File: src/rtl/seq_controller_if.sv
// rtl/seq_controller_if.sv - Control/status bundle between the sequencer and its datapath
//
// Purpose: groups every non-clock signal of seq_controller into one bundle.
// The slave modport is the controller's view; the master modport is the view
// of whoever drives the fetch/memory feedback and observes the strobes.
//
// Signals (direction seen from the controller):
//   start        in   1   begin execution from IDLE
//   step         in   1   single-step advance (SEQ_CTRL_STEP_EN builds only)
//   icode        in   4   fetched instruction code
//   instr_valid  in   1   fetch reports a legal icode
//   imem_error   in   1   instruction-memory fault
//   dmem_error   in   1   data-memory fault
//   pc_next      in   64  next PC from PC-select logic
//   PC           out  64  current program counter
//   *_en         out  1   stage strobes, at most one high per cycle
//   status       out  2   00 AOK, 01 HLT, 10 ADR, 11 INS
//   halted       out  1   high while in HALT
//   instr_count  out  32  retired instruction count (saturating)
interface seq_controller_if;
  logic        start;
  logic        step;
  logic [3:0]  icode;
  logic        instr_valid;
  logic        imem_error;
  logic        dmem_error;
  logic [63:0] pc_next;
  logic [63:0] PC;
  logic        fetch_en;
  logic        decode_en;
  logic        execute_en;
  logic        memory_en;
  logic        writeback_en;
  logic        pcupd_en;
  logic [1:0]  status;
  logic        halted;
  logic [31:0] instr_count;

  modport master (
    output start, step, icode, instr_valid, imem_error, dmem_error, pc_next,
    input  PC, fetch_en, decode_en, execute_en, memory_en, writeback_en,
           pcupd_en, status, halted, instr_count
  );

  modport slave (
    input  start, step, icode, instr_valid, imem_error, dmem_error, pc_next,
    output PC, fetch_en, decode_en, execute_en, memory_en, writeback_en,
           pcupd_en, status, halted, instr_count
  );
endinterface

File: src/rtl/seq_controller.sv
// rtl/seq_controller.sv - Six-stage instruction sequencer with fault/halt status
//
// Purpose: steps one instruction at a time through FETCH, DECODE, EXECUTE,
// MEMORY, WRITEBACK and PCUPD (one cycle each), raising the matching stage
// strobe, and stops in a terminal HALT on a halt instruction or a fault.
//
// Ports:
//   clk    in  1   rising-edge clock
//   rst_n  in  1   asynchronous active-low reset
//   bus    seq_controller_if.slave  (see rtl/seq_controller_if.sv)
//
// Parameters:
//   RESET_PC  PC loaded on reset
//   PC_LIMIT  highest legal fetch address
//
// Optional feature macro: SEQ_CTRL_STEP_EN -- after each retired non-halt
// instruction wait in IDLE until step (or start) before the next fetch.
module seq_controller #(
  parameter logic [63:0] RESET_PC = 64'h0,
  parameter logic [63:0] PC_LIMIT = 64'h519
) (
  input logic                  clk,
  input logic                  rst_n,
  seq_controller_if.slave      bus
);

  typedef enum logic [2:0] {
    S_IDLE, S_FETCH, S_DECODE, S_EXECUTE, S_MEMORY, S_WRITEBACK, S_PCUPD, S_HALT
  } state_t;

  localparam logic [1:0] ST_AOK = 2'b00;
  localparam logic [1:0] ST_HLT = 2'b01;
  localparam logic [1:0] ST_ADR = 2'b10;
  localparam logic [1:0] ST_INS = 2'b11;

  state_t      state_q, state_d;
  logic [63:0] pc_q, pc_d;
  logic [1:0]  status_q, status_d;
  logic [31:0] count_q, count_d;
  logic [3:0]  icode_q, icode_d;
  logic        halted_q, halted_d;
  logic [5:0]  strobe_q, strobe_d;   // {pcupd, writeback, memory, execute, decode, fetch}

  logic        advance;

`ifdef SEQ_CTRL_STEP_EN
  assign advance = bus.start | bus.step;
`else
  logic unused_step;
  assign unused_step = bus.step;
  assign advance     = bus.start;
`endif

  always_comb begin
    state_d  = state_q;
    pc_d     = pc_q;
    status_d = status_q;
    count_d  = count_q;
    icode_d  = icode_q;
    case (state_q)
      S_IDLE: begin
        if (advance) state_d = S_FETCH;
      end
      S_FETCH: begin
        if (bus.imem_error || (pc_q > PC_LIMIT)) begin
          state_d  = S_HALT;
          status_d = ST_ADR;
        end else if (!bus.instr_valid) begin
          state_d  = S_HALT;
          status_d = ST_INS;
        end else begin
          state_d = S_DECODE;
          // Latched here so PCUPD ignores any later icode change.
          icode_d = bus.icode;
        end
      end
      S_DECODE:    state_d = S_EXECUTE;
      S_EXECUTE:   state_d = S_MEMORY;
      S_MEMORY: begin
        if (bus.dmem_error) begin
          state_d  = S_HALT;
          status_d = ST_ADR;
        end else begin
          state_d = S_WRITEBACK;
        end
      end
      S_WRITEBACK: state_d = S_PCUPD;
      S_PCUPD: begin
        pc_d    = bus.pc_next;
        count_d = (count_q == 32'hFFFF_FFFF) ? count_q : count_q + 32'd1;
        if (icode_q == 4'h0) begin
          state_d  = S_HALT;
          status_d = ST_HLT;
        end else begin
`ifdef SEQ_CTRL_STEP_EN
          state_d = S_IDLE;
`else
          state_d = S_FETCH;
`endif
        end
      end
      S_HALT:      state_d = S_HALT;
      default:     state_d = S_IDLE;
    endcase

    // Outputs are registered from the next state so they line up with state_q.
    halted_d = (state_d == S_HALT);
    strobe_d = {state_d == S_PCUPD,  state_d == S_WRITEBACK, state_d == S_MEMORY,
                state_d == S_EXECUTE, state_d == S_DECODE,   state_d == S_FETCH};
  end

  always_ff @(posedge clk or negedge rst_n) begin
    if (!rst_n) begin
      state_q  <= S_IDLE;
      pc_q     <= RESET_PC;
      status_q <= ST_AOK;
      count_q  <= 32'd0;
      icode_q  <= 4'h0;
      halted_q <= 1'b0;
      strobe_q <= 6'd0;
    end else begin
      state_q  <= state_d;
      pc_q     <= pc_d;
      status_q <= status_d;
      count_q  <= count_d;
      icode_q  <= icode_d;
      halted_q <= halted_d;
      strobe_q <= strobe_d;
    end
  end

  assign bus.PC           = pc_q;
  assign bus.status       = status_q;
  assign bus.instr_count  = count_q;
  assign bus.halted       = halted_q;
  assign bus.fetch_en     = strobe_q[0];
  assign bus.decode_en    = strobe_q[1];
  assign bus.execute_en   = strobe_q[2];
  assign bus.memory_en    = strobe_q[3];
  assign bus.writeback_en = strobe_q[4];
  assign bus.pcupd_en     = strobe_q[5];

endmodule

File: src/flat_wrapper.sv
// flat-port wrapper written by rule: the top's interface ports become plain ports
module seq_controller_flat 
#(
  parameter logic [63:0] RESET_PC = 64'h0,
  parameter logic [63:0] PC_LIMIT = 64'h519
)
  (clk, rst_n, bus_start, bus_step, bus_icode, bus_instr_valid, bus_imem_error, bus_dmem_error, bus_pc_next, bus_PC, bus_fetch_en, bus_decode_en, bus_execute_en, bus_memory_en, bus_writeback_en, bus_pcupd_en, bus_status, bus_halted, bus_instr_count);
  seq_controller_if bus_i ();
  input logic clk;
  input logic rst_n;
  input wire logic [$bits(bus_i.start)-1:0] bus_start;
  input wire logic [$bits(bus_i.step)-1:0] bus_step;
  input wire logic [$bits(bus_i.icode)-1:0] bus_icode;
  input wire logic [$bits(bus_i.instr_valid)-1:0] bus_instr_valid;
  input wire logic [$bits(bus_i.imem_error)-1:0] bus_imem_error;
  input wire logic [$bits(bus_i.dmem_error)-1:0] bus_dmem_error;
  input wire logic [$bits(bus_i.pc_next)-1:0] bus_pc_next;
  output wire logic [$bits(bus_i.PC)-1:0] bus_PC;
  output wire logic [$bits(bus_i.fetch_en)-1:0] bus_fetch_en;
  output wire logic [$bits(bus_i.decode_en)-1:0] bus_decode_en;
  output wire logic [$bits(bus_i.execute_en)-1:0] bus_execute_en;
  output wire logic [$bits(bus_i.memory_en)-1:0] bus_memory_en;
  output wire logic [$bits(bus_i.writeback_en)-1:0] bus_writeback_en;
  output wire logic [$bits(bus_i.pcupd_en)-1:0] bus_pcupd_en;
  output wire logic [$bits(bus_i.status)-1:0] bus_status;
  output wire logic [$bits(bus_i.halted)-1:0] bus_halted;
  output wire logic [$bits(bus_i.instr_count)-1:0] bus_instr_count;
  assign bus_i.start = bus_start;
  assign bus_i.step = bus_step;
  assign bus_i.icode = bus_icode;
  assign bus_i.instr_valid = bus_instr_valid;
  assign bus_i.imem_error = bus_imem_error;
  assign bus_i.dmem_error = bus_dmem_error;
  assign bus_i.pc_next = bus_pc_next;
  assign bus_PC = bus_i.PC;
  assign bus_fetch_en = bus_i.fetch_en;
  assign bus_decode_en = bus_i.decode_en;
  assign bus_execute_en = bus_i.execute_en;
  assign bus_memory_en = bus_i.memory_en;
  assign bus_writeback_en = bus_i.writeback_en;
  assign bus_pcupd_en = bus_i.pcupd_en;
  assign bus_status = bus_i.status;
  assign bus_halted = bus_i.halted;
  assign bus_instr_count = bus_i.instr_count;
  seq_controller #(.RESET_PC(RESET_PC), .PC_LIMIT(PC_LIMIT)) u_core (.clk(clk), .rst_n(rst_n), .bus(bus_i));
endmodule
File: config.mk
export PLATFORM = sky130hd
export DESIGN_NAME = seq_controller_flat
export DESIGN_NICKNAME = d
export VERILOG_FILES = /design/src/rtl/seq_controller_if.sv /design/src/rtl/seq_controller.sv /design/src/flat_wrapper.sv
export SDC_FILE = /design/constraint.sdc
export NUM_CORES = 1
export LEC_CHECK = 0
export ABC_CLOCK_PERIOD_IN_PS = 2400
export CORE_MARGIN = 3
export CORE_UTILIZATION = 40
export DETAILED_ROUTE_END_ITERATION = 7
export GPL_TIMING_DRIVEN = 0
export HOLD_SLACK_MARGIN = 0.12
export PLACE_DENSITY = 0.79
export REMOVE_ABC_BUFFERS = 1
export SYNTH_ARGS = -nofsm -noshare
export SYNTH_HDL_FRONTEND = slang
export SYNTH_SLANG_ARGS = --single-unit
File: constraint.sdc
create_clock -name clk -period 2.4 [get_ports clk]
set_clock_uncertainty 0.2 [all_clocks]
set_input_delay 0.48 -clock clk [delete_from_list [all_inputs] [get_ports clk]]
set_output_delay 0.48 -clock clk [all_outputs]
set_load 0.02 [all_outputs]
==> metrics.md <==
| Metric | Value |
|---|---|
| Unrepaired setup endpoints after global routing | `true` |
| Boundary Pins | `180` |
| Largest net degree at the start of global routing | `60` |
| Simple-gate share of the synthesized area | `0.280` |
| Rel. slew slack | `0.533` |
| CTS tree | `built` |
| Worst setup SP type | `flip-flop` |
| Prevailing post-synth register cell | `dfrtp_1` |
| Vias per cell | `5.04` |
| Synth Area in Compound Gates | `0.0448` |
| Final Hold Viols | `0` |
| Die Ht | `about 120 um` |
| Status | `finished, final reports clean` |
| Most instantiated cells after synthesis | `nand2_1, dfrtp_1, nor4_1, xor2_1, nand3_1` |
| ANT cells | `0` |
| Yosys top cell by area | `dfrtp_1` |
| Yosys cell types | `44` |
| Area Growth Syn to Fin | `54.6%` |
| Critical path class | `flip-flop to flip-flop` |
| Number of global-route vias before repair | `~4200` |
| First-pass GRT wire length | `20700 um` |
| Synth top area share | `0.583` |
| DR WL/cell | `between 15 and 20 um` |
| # clock sinks | `112` |
| Synth async-reset ratio | `1.00` |
| Place WS | `-0.792 ns` |
| Mapped Cells | `between 500 and 600` |
| Hpwl dp | `about 9700 um` |
| PortBufs | `roughly 180` |
| Final period utilization | `0.975` |
| Hold Crit Class | `flip-flop to flip-flop` |
| CP Capture Type | `flip-flop` |
| Leakage | `~3.4 nW` |
| Sequential share of the synthesized area | `0.583` |
| DRT Pass-1 Iters | `4` |
| Crit-path max FO | `6` |
| Die area | `~0.013 mm2` |
| Cell row count | `39` |
| Fin crit period | `~2.3 ns` |
| Slew Viols, Final | `0` |
| Tot GR Track Use | `0.198` |
| Yosys Warn Count | `0` |
| Largest cells by area after synthesis | `dfrtp_1, nand2_1, xor2_1` |
| Final cell count without fillers | `849` |
| Count leader, synth | `nand2_1` |
| Clock-pin slew on the worst setup and hold paths | `about 0.070 ns` |
| Least-Margin Pin Slew | `approximately 0.70 ns` |
| Total gr overflow | `0` |
| Antenna Nets Post-Route | `0` |
| Post-synth EDFFs | `0` |
| Post-synthesis adder-cell area fraction | `0.00260` |
| Clk Latency, worst-skew pair | `around 0.35 ns` |
| Mean Syn Cell Area | `around 9.5 um2` |
| Residual DRC count | `0` |
| Total routed wirelength | `between 10000 and 15000 um` |
| #FFs+latches synth | `between 100 and 150` |
| CTS Buf Count | `9` |
| Multiplexer area fraction after synthesis | `0.0146` |
| Max cap viols | `0` |
| Number of fill cells | `a little over 900` |
| Main combinational cell family by area after synthesis | `simple AND/OR/NAND/NOR gates` |
| H-tree level count | `3` |
| Share of post-route cells with drive strength above 1 | `0.109` |
| Routed vias | `roughly 4300` |
| Die X | `about 120 um` |
| Final setup violation count | `0` |
| R2R setup slack | `0.06 ns` |
| Clk buf depth | `2` |
| Starting Density | `0.416` |
| Max Freq | `between 0.4 and 0.5 GHz` |
| Iteration-0 DRC Markers | `about 280` |
| Reg area | `0.00281 mm2` |
| CORE AREA | `0.0116 mm2` |
| Clock Tree Root | `clkbuf_16` |
| Multi-input logic area | `between 0.002 and 0.0025 mm2` |
| Power Density | `approximately 540 mW/mm2` |
| NumNets Final | `just under 800` |
| Synth Area in XOR/XNOR | `0.0528` |
| Initial antenna violation count | `0` |
| Req. time, crit path | `between 2 and 2.5 ns` |
| Cell count after placement | `810` |
| Final worst slack | `between 0.06 and 0.07 ns` |
| Post-Syn Area | `0.00481 mm2` |
| RD Place Congestion | `0.848` |
| Arrival time worst endpoint | `~2.4 ns` |
| Overall power | `between 0.004 and 0.005 W` |
| Worst vdd ir | `0.000325 V` |
-- sequential cells by signal, summed over array words and instances, names as in the netlist --
signal                  cells
u_core.state_q              3
u_core.icode_q              4
u_core.strobe_q             6
u_core.bus.status           2
u_core.bus.halted           1
u_core.bus.instr_count     32
u_core.bus.PC              64
-- logic make-up (layout without fill, tap and decap cells) --
family / Yosys count / count (layout)
xor+xnor: 29 / 29
fa+ha+maj: 1 / 1
flops: 112 / 112
mux: 6 / 6
compound gates: 29 / 29
simple gates: 300 / 300
buf+inv: 28 / 229
-- worst paths after layout --
kind,endpoint,cells past startpoint,start
min in group asynchronous,u_core.bus.PC[11]$_DFFE_PN0P_,2,rst_n
max,u_core.bus.instr_count[1]$_DFFE_PN0P_,6,u_core.bus.instr_count[15]$_DFFE_PN0P_
max reg2reg,u_core.bus.instr_count[1]$_DFFE_PN0P_,6,u_core.bus.instr_count[15]$_DFFE_PN0P_
min reg2reg,u_core.bus.instr_count[31]$_DFFE_PN0P_,1,u_core.bus.instr_count[31]$_DFFE_PN0P_
max in group asynchronous,u_core.bus.PC[55]$_DFFE_PN0P_,3,rst_n
min,u_core.bus.instr_count[31]$_DFFE_PN0P_,1,u_core.bus.instr_count[31]$_DFFE_PN0P_
-- layout by cell type (no fill, tap or decap), drive strengths merged, types with 2 or more instances in the layout --
| cell | netlist | routed |
|---|---|---|
| a2bb2oi | 2 | 2 |
| o31a | 2 | 2 |
| or3 | 2 | 2 |
| clkbuf | 13 | 15 |
| o21ai | 2 | 2 |
| nor4 | 21 | 21 |
| clkdlybuf4s50 | 0 | 177 |
| a22oi | 2 | 2 |
| o2111ai | 3 | 3 |
| inv | 7 | 7 |
| bufinv | 0 | 2 |
| a31oi | 4 | 4 |
| nand4 | 8 | 8 |
| buf | 8 | 27 |
| xor2 | 18 | 18 |
| nor2 | 13 | 13 |
| nand2 | 209 | 209 |
| nor3 | 13 | 13 |
| nand3 | 14 | 14 |
| or4 | 3 | 3 |
| and3 | 11 | 11 |
| xnor2 | 11 | 11 |
| dfrtp | 112 | 112 |
| mux2 | 5 | 5 |
| a21oi | 7 | 7 |
-- timing repair --
action	4_1_cts	5_1_grt
hold buffers	1	0
pin swaps	6	3
setup buffers	9	13
hold endpoints to repair	53	0
gates cloned	0	1
resized for setup	14	13
endpoints found under the setup margin	35	25
-- layout make-up --
| type | instances | area share |
|---|---|---|
| clock inverter | 2 | 0.00808 |
| clock buffer | 14 | 0.0369 |
| timing repair buffer | 206 | 0.278 |
| multi-input combinational | 365 | 0.271 |
| inverter | 7 | 0.00354 |
| tap | 143 | 0.0241 |
| sequential | 112 | 0.378 |
-- worst max-delay path, stage by stage, from the launching register on --
cell	delay, ns
dfrtp_1	0.45
nand4_4	0.15
or4_4	0.62
nor4_4	0.24
buf_4	0.19
nor2_2	0.06
mux2_4	0.30
-- per-layer routing --
layer,share of wire,wire [um],track usage,up-vias
met5,0,0,0,-
met4,0.020,271,0.0696,0
met3,0.055,735,0.0491,20
met2,0.50,6740,0.336,133
met1,0.42,5690,0.247,2052
li1,-,-,-,2076
-- metrics by stage --
step / utilization / instance area (um2) / hold WS [ns] / setup TNS, ns
final: 0.643 / 7430 / 0.296 / 0
after global routing: 0.643 / 7430 / 0.319 / -0.150
after CTS: 0.629 / 7280 / 0.297 / 0
after detailed placement: 0.587 / 6790 / 0.284 / -13.44
after global placement: 0.578 / 6690 / 0.281 / -513.79
after floorplan: - / 4730 / -0.0156 / -33.17
-- where the power goes --
part | internal, W | total, W | leakage [nW] | switching (W)
clock network | 0.00100 | 0.00165 | 0.163 | 0.000645
logic | 0.000226 | 0.000409 | 1.91 | 0.000183
registers | 0.00194 | 0.00199 | 1.38 | 0.0000505
Power figures use the tool's default switching activity.
